[src/rtl/dsam_decoder_if.sv]
// DSAM decoder stream interface: encoded input stream and decoded output
// stream, each with its own valid/ready handshake.
//   in_valid / in_ready / in           : encoded words from the link receiver
//   out_valid / out_ready / out        : decoded words towards the consumer
//   out_channel                        : channel index of the word on out
// master: the side that feeds encoded words and consumes decoded ones.
// slave : the decoder itself.
interface dsam_decoder_if #(
  parameter int unsigned DATA_WIDTH = 16,
  parameter int unsigned CH_W       = 2
);
  logic                  in_valid;
  logic                  in_ready;
  logic [DATA_WIDTH-1:0] in;
  logic                  out_valid;
  logic                  out_ready;
  logic [DATA_WIDTH-1:0] out;
  logic [CH_W-1:0]       out_channel;

  modport master (
    output in_valid, in, out_ready,
    input  in_ready, out_valid, out, out_channel
  );

  modport slave (
    input  in_valid, in, out_ready,
    output in_ready, out_valid, out, out_channel
  );
endinterface

[src/rtl/dsam_decoder.sv]
// DSAM bus-encoding link, receive side. Words of CHANNELS logical channels
// arrive interleaved round-robin; each word is rebuilt by XORing it with the
// last decoded word of its channel. Every channel sends its word raw once per
// 2^ADDR_WIDTH beats so a corrupted word cannot propagate indefinitely.
// Ports:
//   clk, reset : clock and synchronous active-high reset
//   resync     : one-cycle pulse, restarts the channel sequence in raw mode
//   bypass     : (only with DSAM_DECODER_BYPASS_EN) pass accepted words through
//   bus        : dsam_decoder_if.slave, input/output valid-ready streams
// Optional feature macro: DSAM_DECODER_BYPASS_EN
module dsam_decoder #(
  parameter int unsigned ADDR_WIDTH = 3,
  parameter int unsigned DATA_WIDTH = 16,
  parameter int unsigned CHANNELS   = 4
) (
  input  logic          clk,
  input  logic          reset,
  input  logic          resync,
`ifdef DSAM_DECODER_BYPASS_EN
  input  logic          bypass,
`endif
  dsam_decoder_if.slave bus
);

  localparam int unsigned CH_W = (CHANNELS > 1) ? $clog2(CHANNELS) : 1;
  localparam logic [CH_W-1:0] LAST_CH = CH_W'(CHANNELS - 1);

  // Per-channel decode state and channel pointer
  logic [CH_W-1:0]       ptr;
  logic [DATA_WIDTH-1:0] hist [CHANNELS];
  logic [ADDR_WIDTH-1:0] cnt  [CHANNELS];

  // Output register stage
  logic [DATA_WIDTH-1:0] out_q;
  logic [CH_W-1:0]       out_ch_q;
  logic                  out_valid_q;

  logic                  in_ready_c;
  logic                  accept_c;
  logic [CH_W-1:0]       cur_ch_c;
  logic [CH_W-1:0]       nxt_ch_c;
  logic [ADDR_WIDTH-1:0] cur_cnt_c;
  logic                  raw_c;
  logic [DATA_WIDTH-1:0] dec_c;

  // Decode path; a resync in the same cycle makes the beat channel 0, raw
  always_comb begin
    in_ready_c = !out_valid_q || bus.out_ready;
    accept_c   = bus.in_valid && in_ready_c;
    cur_ch_c   = resync ? '0 : ptr;
    cur_cnt_c  = resync ? '0 : cnt[cur_ch_c];
    raw_c      = (cur_cnt_c == '0);
`ifdef DSAM_DECODER_BYPASS_EN
    raw_c      = raw_c || bypass;
`endif
    dec_c      = raw_c ? bus.in : (bus.in ^ hist[cur_ch_c]);
    nxt_ch_c   = (cur_ch_c == LAST_CH) ? '0 : CH_W'(cur_ch_c + 1'b1);
  end

  // State and output register; accept overrides the resync clear of cnt[cur]
  always_ff @(posedge clk) begin
    if (reset) begin
      ptr         <= '0;
      hist        <= '{default: '0};
      cnt         <= '{default: '0};
      out_q       <= '0;
      out_ch_q    <= '0;
      out_valid_q <= 1'b0;
    end else begin
      if (resync) begin
        ptr <= '0;
        cnt <= '{default: '0};
      end
      if (accept_c) begin
        hist[cur_ch_c] <= dec_c;
        cnt[cur_ch_c]  <= ADDR_WIDTH'(cur_cnt_c + 1'b1);
        ptr            <= nxt_ch_c;
        out_q          <= dec_c;
        out_ch_q       <= cur_ch_c;
        out_valid_q    <= 1'b1;
      end else if (bus.out_ready) begin
        out_valid_q <= 1'b0;
      end
    end
  end

  assign bus.in_ready    = in_ready_c;
  assign bus.out_valid   = out_valid_q;
  assign bus.out         = out_q;
  assign bus.out_channel = out_ch_q;

endmodule

[src/flat_wrapper.sv]
// flat-port wrapper written by rule: the top's interface ports become plain ports
module dsam_decoder_flat 
#(
  parameter int unsigned ADDR_WIDTH = 3,
  parameter int unsigned DATA_WIDTH = 16,
  parameter int unsigned CHANNELS   = 4
)
  (clk, reset, resync, bus_in_valid, bus_in, bus_out_ready, bus_in_ready, bus_out_valid, bus_out, bus_out_channel);
  dsam_decoder_if #(.DATA_WIDTH(DATA_WIDTH), .CH_W((2))) bus_i ();
  input  logic clk;
  input  logic reset;
  input  logic resync;
  input wire logic [$bits(bus_i.in_valid)-1:0] bus_in_valid;
  input wire logic [$bits(bus_i.in)-1:0] bus_in;
  input wire logic [$bits(bus_i.out_ready)-1:0] bus_out_ready;
  output wire logic [$bits(bus_i.in_ready)-1:0] bus_in_ready;
  output wire logic [$bits(bus_i.out_valid)-1:0] bus_out_valid;
  output wire logic [$bits(bus_i.out)-1:0] bus_out;
  output wire logic [$bits(bus_i.out_channel)-1:0] bus_out_channel;
  assign bus_i.in_valid = bus_in_valid;
  assign bus_i.in = bus_in;
  assign bus_i.out_ready = bus_out_ready;
  assign bus_in_ready = bus_i.in_ready;
  assign bus_out_valid = bus_i.out_valid;
  assign bus_out = bus_i.out;
  assign bus_out_channel = bus_i.out_channel;
  dsam_decoder #(.ADDR_WIDTH(ADDR_WIDTH), .DATA_WIDTH(DATA_WIDTH), .CHANNELS(CHANNELS)) u_core (.clk(clk), .reset(reset), .resync(resync), .bus(bus_i));
endmodule
[config.mk]
export PLATFORM = sky130hd
export DESIGN_NAME = dsam_decoder_flat
export DESIGN_NICKNAME = d
export VERILOG_FILES = /design/src/rtl/dsam_decoder_if.sv /design/src/rtl/dsam_decoder.sv /design/src/flat_wrapper.sv
export SDC_FILE = /design/constraint.sdc
export NUM_CORES = 1
export LEC_CHECK = 0
export BUFFER_PORTS_ARGS = -buffer_cell sky130_fd_sc_hd__buf_2
export CAP_MARGIN = 5
export CORE_ASPECT_RATIO = 0.8
export CORE_UTILIZATION = 31
export CTS_BUF_LIST = sky130_fd_sc_hd__clkbuf_8
export CTS_CLUSTER_SIZE = 12
export DETAILED_ROUTE_END_ITERATION = 10
export GPL_TIMING_DRIVEN = 0
export SYNTH_ARGS = -nofsm -noshare
export SYNTH_HDL_FRONTEND = slang
export SYNTH_SLANG_ARGS = --single-unit
[constraint.sdc]
create_clock -name clk -period 2.62 [get_ports clk]
set_input_delay 0.131 -clock clk [delete_from_list [all_inputs] [get_ports clk]]
set_output_delay 0.131 -clock clk [all_outputs]
set_load 0.02 [all_outputs]
==> results of run 1 <==
-- registers in the layout (all words and copies together), names as in the netlist --
| signal | count |
|---|---|
| u_core.bus.out_channel | 2 |
| u_core.hist | 64 |
| u_core.bus.out_valid | 1 |
| u_core.cnt | 12 |
| u_core.bus.out | 16 |
| u_core.ptr | 2 |
-- cell usage in the layout (no fill, tap or decap), drive strengths merged --
| cell type | instances |
|---|---|
| dfxtp | 97 |
| nand2b | 3 |
| clkinvlp | 1 |
| clkbuf | 49 |
| nand3 | 7 |
| o31ai | 4 |
| and2 | 1 |
| mux2 | 1 |
| ha | 4 |
| o221ai | 1 |
| nor2b | 1 |
| clkinv | 2 |
| nor2 | 51 |
| and3 | 3 |
| and2b | 1 |
| mux2i | 19 |
| nor3b | 33 |
| inv | 39 |
| xnor2 | 2 |
| nand3b | 8 |
| nand2 | 13 |
| nor4 | 48 |
| a211o | 1 |
| a222oi | 16 |
| buf | 86 |
| o22ai | 1 |
| o21bai | 33 |
| a21oi | 11 |
| or2 | 1 |
| nand4 | 33 |
| a211oi | 81 |
| and4 | 49 |
| mux4 | 1 |
-- worst max-delay path: stages, from the launching register on --
cell and delay (ns):
dfxtp_1 0.36, buf_6 0.15, buf_12 0.16, mux4_2 0.53, nand2b_4 0.13, ha_2 0.20
o221ai_4 0.17, buf_6 0.20, buf_6 0.15, a211oi_1 0.25, nor4_2 0.08
-- area by class of cell --
cell class,instances,share of cell area
well taps,258,0.0474
flip-flops and latches,97,0.285
repair buffers,24,0.0185
inverters,37,0.0207
multi-input cells,427,0.512
clock buffers,10,0.0202
plain buffers,101,0.0905
clock inverters,5,0.00569
-- how the worst max path moves through the flow --
stage | from | end | depth (start not counted)
2_1_floorplan | u_core.ptr[0] | u_core.hist[16] | 10
3_3_place_gp | u_core.ptr[0] | u_core.hist[62] | 10
3_5_place_dp | u_core.ptr[0] | u_core.hist[60] | 10
4_1_cts | u_core.ptr[0] | u_core.hist[62] | 10
5_1_grt | u_core.ptr[0] | u_core.hist[47] | 9
6_report | u_core.ptr[0] | u_core.hist[37] | 10
-- power by group through the flow --
stage,combinational (mW),clock [mW],sequential (mW)
after global placement,0.748,0,1.60
after global routing,0.863,1.04,1.57
final,0.810,0.962,1.57
after CTS,0.763,0.982,1.57
after detailed placement,0.752,0,1.60
after floorplan,0.514,0,1.62
-- routing by layer --
layer,share of wire,vias up
met4,0.017,0
met5,0,-
met2,0.40,173
li1,-,2586
met3,0.057,20
met1,0.53,2572
-- cell families after synthesis --
group	synth area share
AOI/OAI and AO/OA	0.191
xor gates and xnor gates	0.00290
muxes	0.0371
DFF	0.322
buffers and inverters	0.123
and+or+nand+nor	0.316
adders and majority gates	0.00830
-- what timing repair did --
item | CTS | global route
cloned | 0 | 1
setup endpoints to repair | 6 | 80
resized for setup | 6 | 41
-- through the flow --
| stage | setup WS, ns | hold WS [ns] | TNS [ns] |
|---|---|---|---|
| 6_report | 0.0863 | 0.195 | 0 |
| 3_5_place_dp | 0.0120 | 0.458 | 0 |
| 3_3_place_gp | 0.0640 | 0.455 | 0 |
| 4_1_cts | 0.0158 | 0.171 | 0 |
| 2_1_floorplan | 0.313 | 0.420 | 0 |
| 5_1_grt | -0.00335 | 0.204 | -0.00664 |
==> flow_metrics.tcl, run 1 <==
set metrics [dict create \
    status "finished, final reports clean" \
    ant_nets 0 \
    setup_viol 0 \
    grt_util_all_layers 0.188 \
    use_met1 0.294 \
    vias_per_cell 5.58 \
    path_class "reg2reg" \
    die-area_sq_mm 0.0200 \
    placedCellCount 943 \
    syn_avg_cell_area_sq_um 9.11 \
    layout-drive-gt1-share 0.287 \
    drt-initial-drc-count 488 \
    fin_crit_ns 2.53 \
    arrival_ns 2.79 \
    synth-edff-count 0 \
    synth_seq_area_share 0.322 \
    io_buffers 23 \
    die_x_um 158 \
    grt_setup_unrepaired "true" \
    drv_cap 0 \
    final_cell_area_sq_mm 0.00682 \
    fin_skew_ns 0.0159 \
    p_sw_mw 1.15 \
    holdPathEnd "u_core.hist[23]" \
    multi_input_area_sq_mm 0.00349 \
    critPathMaxFanout 10 \
    clk_pin_slew_ns 0.11 \
    hold_depth 3 \
    synth_nets 687 \
    placed_cell_area_sq_mm 0.00647 \
    antenna_found_initial 0 \
    rows 45 \
    nets 722 \
    fp.coreArea_sq_mm 0.0190 \
    ys_types 40 \
    met2_usage 0.247 \
    syn2layout_area_growth_pct 13.0 \
    power_frac_clock 0.288 \
    drt_first_pass_iters 5 \
    clk_path_buf_depth 2 \
    final_cells 959 \
    seq_power_share 0.469 \
    p_int_mw 2.18 \
    cts.sinks 97 \
    post-route-period-util 0.967 \
    use_met3 0.0372 \
    slew_headroom 0.435 \
    ys_ff_latch 97 \
    route.detailed.drc 0 \
    insertion_delay_ns 0.41 \
    regArea_sq_mm 0.00194 \
    wirelength_mm 18.7 \
    netSwitchingFraction 0.346 \
    ys_top_cells_by_count "dfxtp_1, a211oi_1, nor2_1, and4_1, nor4_2" \
    finalHoldViolCount 0 \
    async_reset_ff_frac 0 \
    h-tree-depth 3 \
    min_path_type "in2reg" \
    start_util 0.317 \
    r2r_start "u_core.ptr[0]" \
    cp-end-kind "flop" \
    finalMaxSlewViolations 0 \
    cp-start-kind "flop" \
    yosysMostFrequentCell "dfxtp_1" \
    synth-warning-count 0 \
    finish.utilization 0.358 \
    antenna_cells 0 \
    tightest_slew_ns 0.847 \
    grt_max_degree 17 \
    post-dp-hpwl_mm 13.5 \
    vias 5351 \
    rr_worst_depth 10 \
    power.density_mw_per_mm2 490 \
    min_from "bus_in[7]" \
    die_y_um 127 \
    syn_area_sq_mm 0.00603 \
    p_leak_nw 2.32 \
    ios 41 \
    cts_buffers 9 \
    gp_congestion 0.821 \
    ctsHoldBuffers 0 \
    root_buffer "clkbuf_8" \
    yosys.area.top_type "dfxtp_1" \
    tritoncts "built" \
    synth_flop_cell "dfxtp_1" \
    ir_drop_mv 0.252 \
    crit_required_ns 2.88 \
    synth_cells 662 \
    grt-ovfl-total 0 \
    cts_setup_buffers 0 \
    ys_top_cells_by_area "dfxtp_1, a211oi_1, nor4_2" \
    reg2reg_slack_ns 0.09 \
    n_fill_cell 2063 \
    grt_pass1_vias 4726 \
    power.total_mw 3.34 \
    power.share.combinational 0.243 \
    r2r_end "u_core.hist[37]" \
    max_freq_mhz 395 \
    busiest_layer "met1" \
    wl_per_cell_um 19.5 \
    synth_top_area_frac 0.322 \
    grt_pass1_wl_mm 28.5 \
]
Note: power is estimated with default switching activity, not from simulation.
==> run 2, diff against run 1 <==
--- a/config.mk
+++ b/config.mk
@@ -13,6 +13,7 @@
 export CTS_CLUSTER_SIZE = 12
 export DETAILED_ROUTE_END_ITERATION = 10
 export GPL_TIMING_DRIVEN = 0
+export RECOVER_POWER = 100
 export SYNTH_ARGS = -nofsm -noshare
 export SYNTH_HDL_FRONTEND = slang
 export SYNTH_SLANG_ARGS = --single-unit
==> flow_metrics.tcl, run 2 (same netlist as run 1, synthesis figures left out) <==
set metrics [dict create \
    cp-end-kind "flop" \
    grt_setup_unrepaired "true" \
    insertion_delay_ns 0.40 \
    die-area_sq_mm 0.0200 \
    seq_power_share 0.470 \
    drt_first_pass_iters 6 \
    gp_congestion 0.821 \
    whs_ns 0.188 \
    root_buffer "clkbuf_8" \
    max_freq_mhz 396 \
    setup_viol 0 \
    cts.sinks 97 \
    finalMaxSlewViolations 0 \
    nets 722 \
    min_path_type "in2reg" \
    layout_commonest_cell "dfxtp_1" \
    p_int_mw 2.18 \
    slew_headroom 0.437 \
    grt_pass1_vias 4726 \
    critPathMaxFanout 10 \
    reg2reg_slack_ns 0.09 \
    final_cell_mix "dfxtp_1, a211oi_1, nor2_1" \
    tightest_slew_ns 0.845 \
    die_y_um 127 \
    cp-start-kind "flop" \
    ant_nets 0 \
    placedCellCount 943 \
    post-dp-hpwl_mm 13.5 \
    p_leak_nw 2.24 \
    crit_required_ns 2.88 \
    crit_path_start "u_core.ptr[0]" \
    regMostFlops "u_core.hist" \
    p_sw_mw 1.15 \
    power_frac_clock 0.289 \
    vias 5302 \
    vias_per_cell 5.53 \
    io_buffers 23 \
    clk_path_buf_depth 2 \
    route.detailed.drc 0 \
    cp-endpoint "u_core.hist[37]" \
    grt_util_all_layers 0.188 \
    rows 45 \
    post-place-ws_ns 0.0120 \
    tritoncts "built" \
    ir_drop_mv 0.251 \
    wl_per_cell_um 19.4 \
    drt-initial-drc-count 474 \
    cts_setup_buffers 0 \
    wirelength_mm 18.6 \
    fin_crit_ns 2.53 \
    grt-ovfl-total 0 \
    antenna_found_initial 0 \
    cts_buffers 9 \
    drv_cap 0 \
    fin_skew_ns 0.0143 \
    status "finished, final reports clean" \
    setup_ws_ns 0.0917 \
    start_util 0.317 \
    ios 41 \
    layout-drive-gt1-share 0.255 \
    h-tree-depth 3 \
    path_class "reg2reg" \
    r2r_end "u_core.hist[37]" \
    r2r_start "u_core.ptr[0]" \
    fp.coreArea_sq_mm 0.0190 \
    final_cells 959 \
    die_x_um 158 \
    antenna_cells 0 \
    power.density_mw_per_mm2 491 \
    post-route-period-util 0.965 \
    syn2layout_area_growth_pct 12.5 \
    grt_max_degree 17 \
    grt_pass1_wl_mm 28.5 \
    rr_worst_depth 10 \
    arrival_ns 2.78 \
    finalHoldViolCount 0 \
    netSwitchingFraction 0.347 \
    power.share.combinational 0.241 \
    largest_reg_flops 64 \
    clk_pin_slew_ns 0.11 \
]
[run 2: routing by layer]
metal / routed length, um / part of all wire / global-route usage / vias to the layer above
met3: 1030 / 0.055 / 0.0372 / 20
li1: - / - / - / 2573
met4: 347 / 0.019 / 0.0662 / 0
met5: 0 / 0 / 0 / -
met1: 9920 / 0.53 / 0.294 / 2547
met2: 7330 / 0.39 / 0.247 / 162
[run 2: how the worst min path moves through the flow]
stage,startpoint,endpoint,cells after the start
after global placement,u_core.cnt[5],u_core.cnt[5],2
after global routing,bus_in[7],u_core.hist[39],3
final,bus_in[6],u_core.bus.out[6],3
after CTS,bus_in[7],u_core.hist[7],3
after detailed placement,u_core.bus.out_channel[0],u_core.bus.out_channel[0],2
after floorplan,bus_in_valid,u_core.bus.out_valid,3
[run 2: critical path, cell delays in order (launching register included)]
cell and delay, ns:
dfxtp_1 0.36, buf_6 0.15, buf_12 0.16, mux4_2 0.53, nand2b_4 0.13, ha_2 0.20
o221ai_4 0.17, buf_6 0.20, buf_6 0.15, a211oi_1 0.25, nor4_2 0.08
[run 2: cell type report]
cell class	instances	area [sq um]
fill	2075	12200
multi-input combinational	427	3490
sequential	97	1940
buffer	101	614
tap	258	323
inverter	37	141
clock buffer	10	138
timing repair buffer	24	101
clock inverter	5	38.8
[run 2: what timing repair did]
item,4_1_cts,5_1_grt
pin swaps,0,0
gates cloned,0,1
gates resized for setup,6,41
endpoints found under the setup margin,6,80
hold buffers,0,0
[run 2: metrics by stage]
stage	TNS, ns	utilization	total power, mW	cell area [sq um]
2_1_floorplan	0	-	2.14	6030
3_3_place_gp	0	0.340	2.35	6470
3_5_place_dp	0	0.340	2.35	6470
4_1_cts	0	0.351	3.31	6680
5_1_grt	-0.00664	0.357	3.47	6790
6_report	0	0.357	3.33	6790
[run 2: power by group through the flow]
stage | logic [mW] | registers [mW] | clock network, mW
after floorplan | 0.514 | 1.62 | 0
after global placement | 0.748 | 1.60 | 0
after detailed placement | 0.752 | 1.60 | 0
after CTS | 0.763 | 1.57 | 0.982
after global routing | 0.856 | 1.57 | 1.04
final | 0.802 | 1.57 | 0.964
==> run 3, diff against run 2 <==
--- a/config.mk
+++ b/config.mk
@@ -13,6 +13,7 @@
 export CTS_CLUSTER_SIZE = 12
 export DETAILED_ROUTE_END_ITERATION = 10
 export GPL_TIMING_DRIVEN = 0
+export PLACE_DENSITY = 0.52
 export RECOVER_POWER = 100
 export SYNTH_ARGS = -nofsm -noshare
 export SYNTH_HDL_FRONTEND = slang
==> flow_metrics.tcl, run 3 (same netlist as run 1, synthesis figures left out) <==
set metrics [dict create \
    max_freq_mhz 395 \
    drt-initial-drc-count 373 \
    whs_ns 0.201 \
    seq_power_share 0.460 \
    power.density_mw_per_mm2 500 \
    grt-ovfl-total 0 \
    power.share.combinational 0.244 \
    route.detailed.drc 0 \
    clk_path_buf_depth 2 \
    arrival_ns 2.81 \
    ios 41 \
    multi_input_area_sq_mm 0.00350 \
    min_path_type "in2reg" \
    rows 45 \
    path_class "reg2reg" \
    fin_skew_ns 0.0116 \
    syn2layout_area_growth_pct 12.9 \
    finish.utilization 0.358 \
    finalMaxSlewViolations 0 \
    largest_reg_flops 64 \
    nets 722 \
    layout-drive-gt1-share 0.249 \
    layout_commonest_cell "dfxtp_1" \
    p_int_mw 2.23 \
    max_stage_delay_ns 0.51 \
    fp.coreArea_sq_mm 0.0190 \
    crit_family "buffers and inverters" \
    post-dp-hpwl_mm 14.7 \
    die_x_um 158 \
    vias_per_cell 5.77 \
    setup_ws_ns 0.0902 \
    cp_cell_sequence "buf_4 > buf_12 > mux4_2 > nand2b_4 > ha_1 > o221ai_4 > buf_6 > buf_2 > a211oi_1 > nor3b_1" \
    grt_pass1_vias 5370 \
    ctsHoldBuffers 0 \
    tightest_slew_ns 0.926 \
    cts.sinks 97 \
    critPathMaxFanout 10 \
    insertion_delay_ns 0.40 \
    regMostFlops "u_core.hist" \
    ant_nets 0 \
    tritoncts "built" \
    power_frac_clock 0.296 \
    status "finished, final reports clean" \
    netSwitchingFraction 0.343 \
    clk_pin_slew_ns 0.10 \
    root_buffer "clkbuf_8" \
    start_util 0.317 \
    h-tree-depth 3 \
    grt_pass1_wl_mm 31.8 \
    io_buffers 23 \
    post-route-period-util 0.966 \
    setup_viol 0 \
    cp-end-kind "flop" \
    final_cell_mix "dfxtp_1, a211oi_1, nor2_1" \
    drv_cap 0 \
    finalHoldViolCount 0 \
    die_y_um 127 \
    p_leak_nw 2.25 \
    vias 5544 \
    ir_drop_mv 0.225 \
    die-area_sq_mm 0.0200 \
    drt_first_pass_iters 5 \
    cp-start-kind "flop" \
    wl_per_cell_um 21.5 \
    antenna_found_initial 0 \
    cp_slowest_cell "mux4_2" \
    cts_buffers 9 \
    grt_max_degree 16 \
    placed_cell_area_sq_mm 0.00647 \
    cp.buffers_inverters 4 \
    post-place-ws_ns -0.0416 \
    grt_setup_unrepaired "false" \
    grt_util_all_layers 0.213 \
    final_cell_area_sq_mm 0.00681 \
    wirelength_mm 20.7 \
    n_fill_cell 2048 \
    fin_crit_ns 2.53 \
    crit_required_ns 2.90 \
    slew_headroom 0.383 \
    regArea_sq_mm 0.00194 \
    gp_congestion 0.829 \
    p_sw_mw 1.17 \
]
==> run 3: changes by cell type in the layout (fill, tap and decap cells not counted), moves of 3 or more <==
cell | before | now
clkbuf_2 | 16 | 22
a211oi_4 | 0 | 3
buf_2 | 30 | 21
a211oi_1 | 56 | 51
nor4_1 | 0 | 6
nor4_2 | 48 | 42
==> run 3: per-stage QoR <==
stage	TNS (ns)	instances	total power, mW
6_report	0	961	3.40
4_1_cts	-0.0502	959	3.37
5_1_grt	0	960	3.54
2_1_floorplan	0	662	2.14
3_5_place_dp	-0.0473	943	2.37
3_3_place_gp	-0.0250	943	2.35
==> run 3: final timing paths <==
check                                          startpoint  cells past startpoint                   endpoint  slack, ns
worst min-delay path                         bus_in_valid                      4       u_core.bus.out_valid       0.20
worst max-delay path                        u_core.ptr[0]                     10         u_core.bus.out[11]       0.09
worst min register to register  u_core.bus.out_channel[0]                      2  u_core.bus.out_channel[0]       0.47
worst max register to register              u_core.ptr[0]                     10         u_core.bus.out[11]       0.09
==> run 3: worst reg2reg max path: stages (launching register included) <==
cell      delay, ns
dfxtp_1        0.32
buf_4          0.17
buf_12         0.12
mux4_2         0.51
nand2b_4       0.13
ha_1           0.21
o221ai_4       0.20
buf_6          0.21
buf_2          0.20
a211oi_1       0.27
nor3b_1        0.09
==> run 3: timing repair <==
action	CTS	global route
cloned	0	1
setup buffers	0	1
gates resized for setup	7	48
pin swaps	0	0
setup endpoints to repair	12	82
==> run 3: metal layers <==
layer / up-vias / track usage / part of all wire
met2: 198 / 0.308 / 0.43
li1: 2580 / - / -
met3: 21 / 0.0366 / 0.060
met5: - / 0 / 0
met4: 0 / 0.0764 / 0.017
met1: 2745 / 0.313 / 0.50
==> run 3: area by class of cell <==
cell class                      count  share of cell area
Multi-Input combinational cell    427               0.514
Tap cell                          258              0.0474
Clock buffer                        9              0.0182
Buffer                            100              0.0886
Antenna cell                        1            0.000367
Clock inverter                      7             0.00937
Timing Repair Buffer               25              0.0160
Sequential cell                    97               0.285
Inverter                           37              0.0208
==> run 3: power by group through the flow <==
stage | logic, mW | clock network, mW | registers, mW
detailed placement | 0.772 | 0 | 1.60
floorplan | 0.514 | 0 | 1.62
global placement | 0.758 | 0 | 1.60
global route | 0.881 | 1.09 | 1.57
finish | 0.830 | 1.01 | 1.57
CTS | 0.782 | 1.02 | 1.57
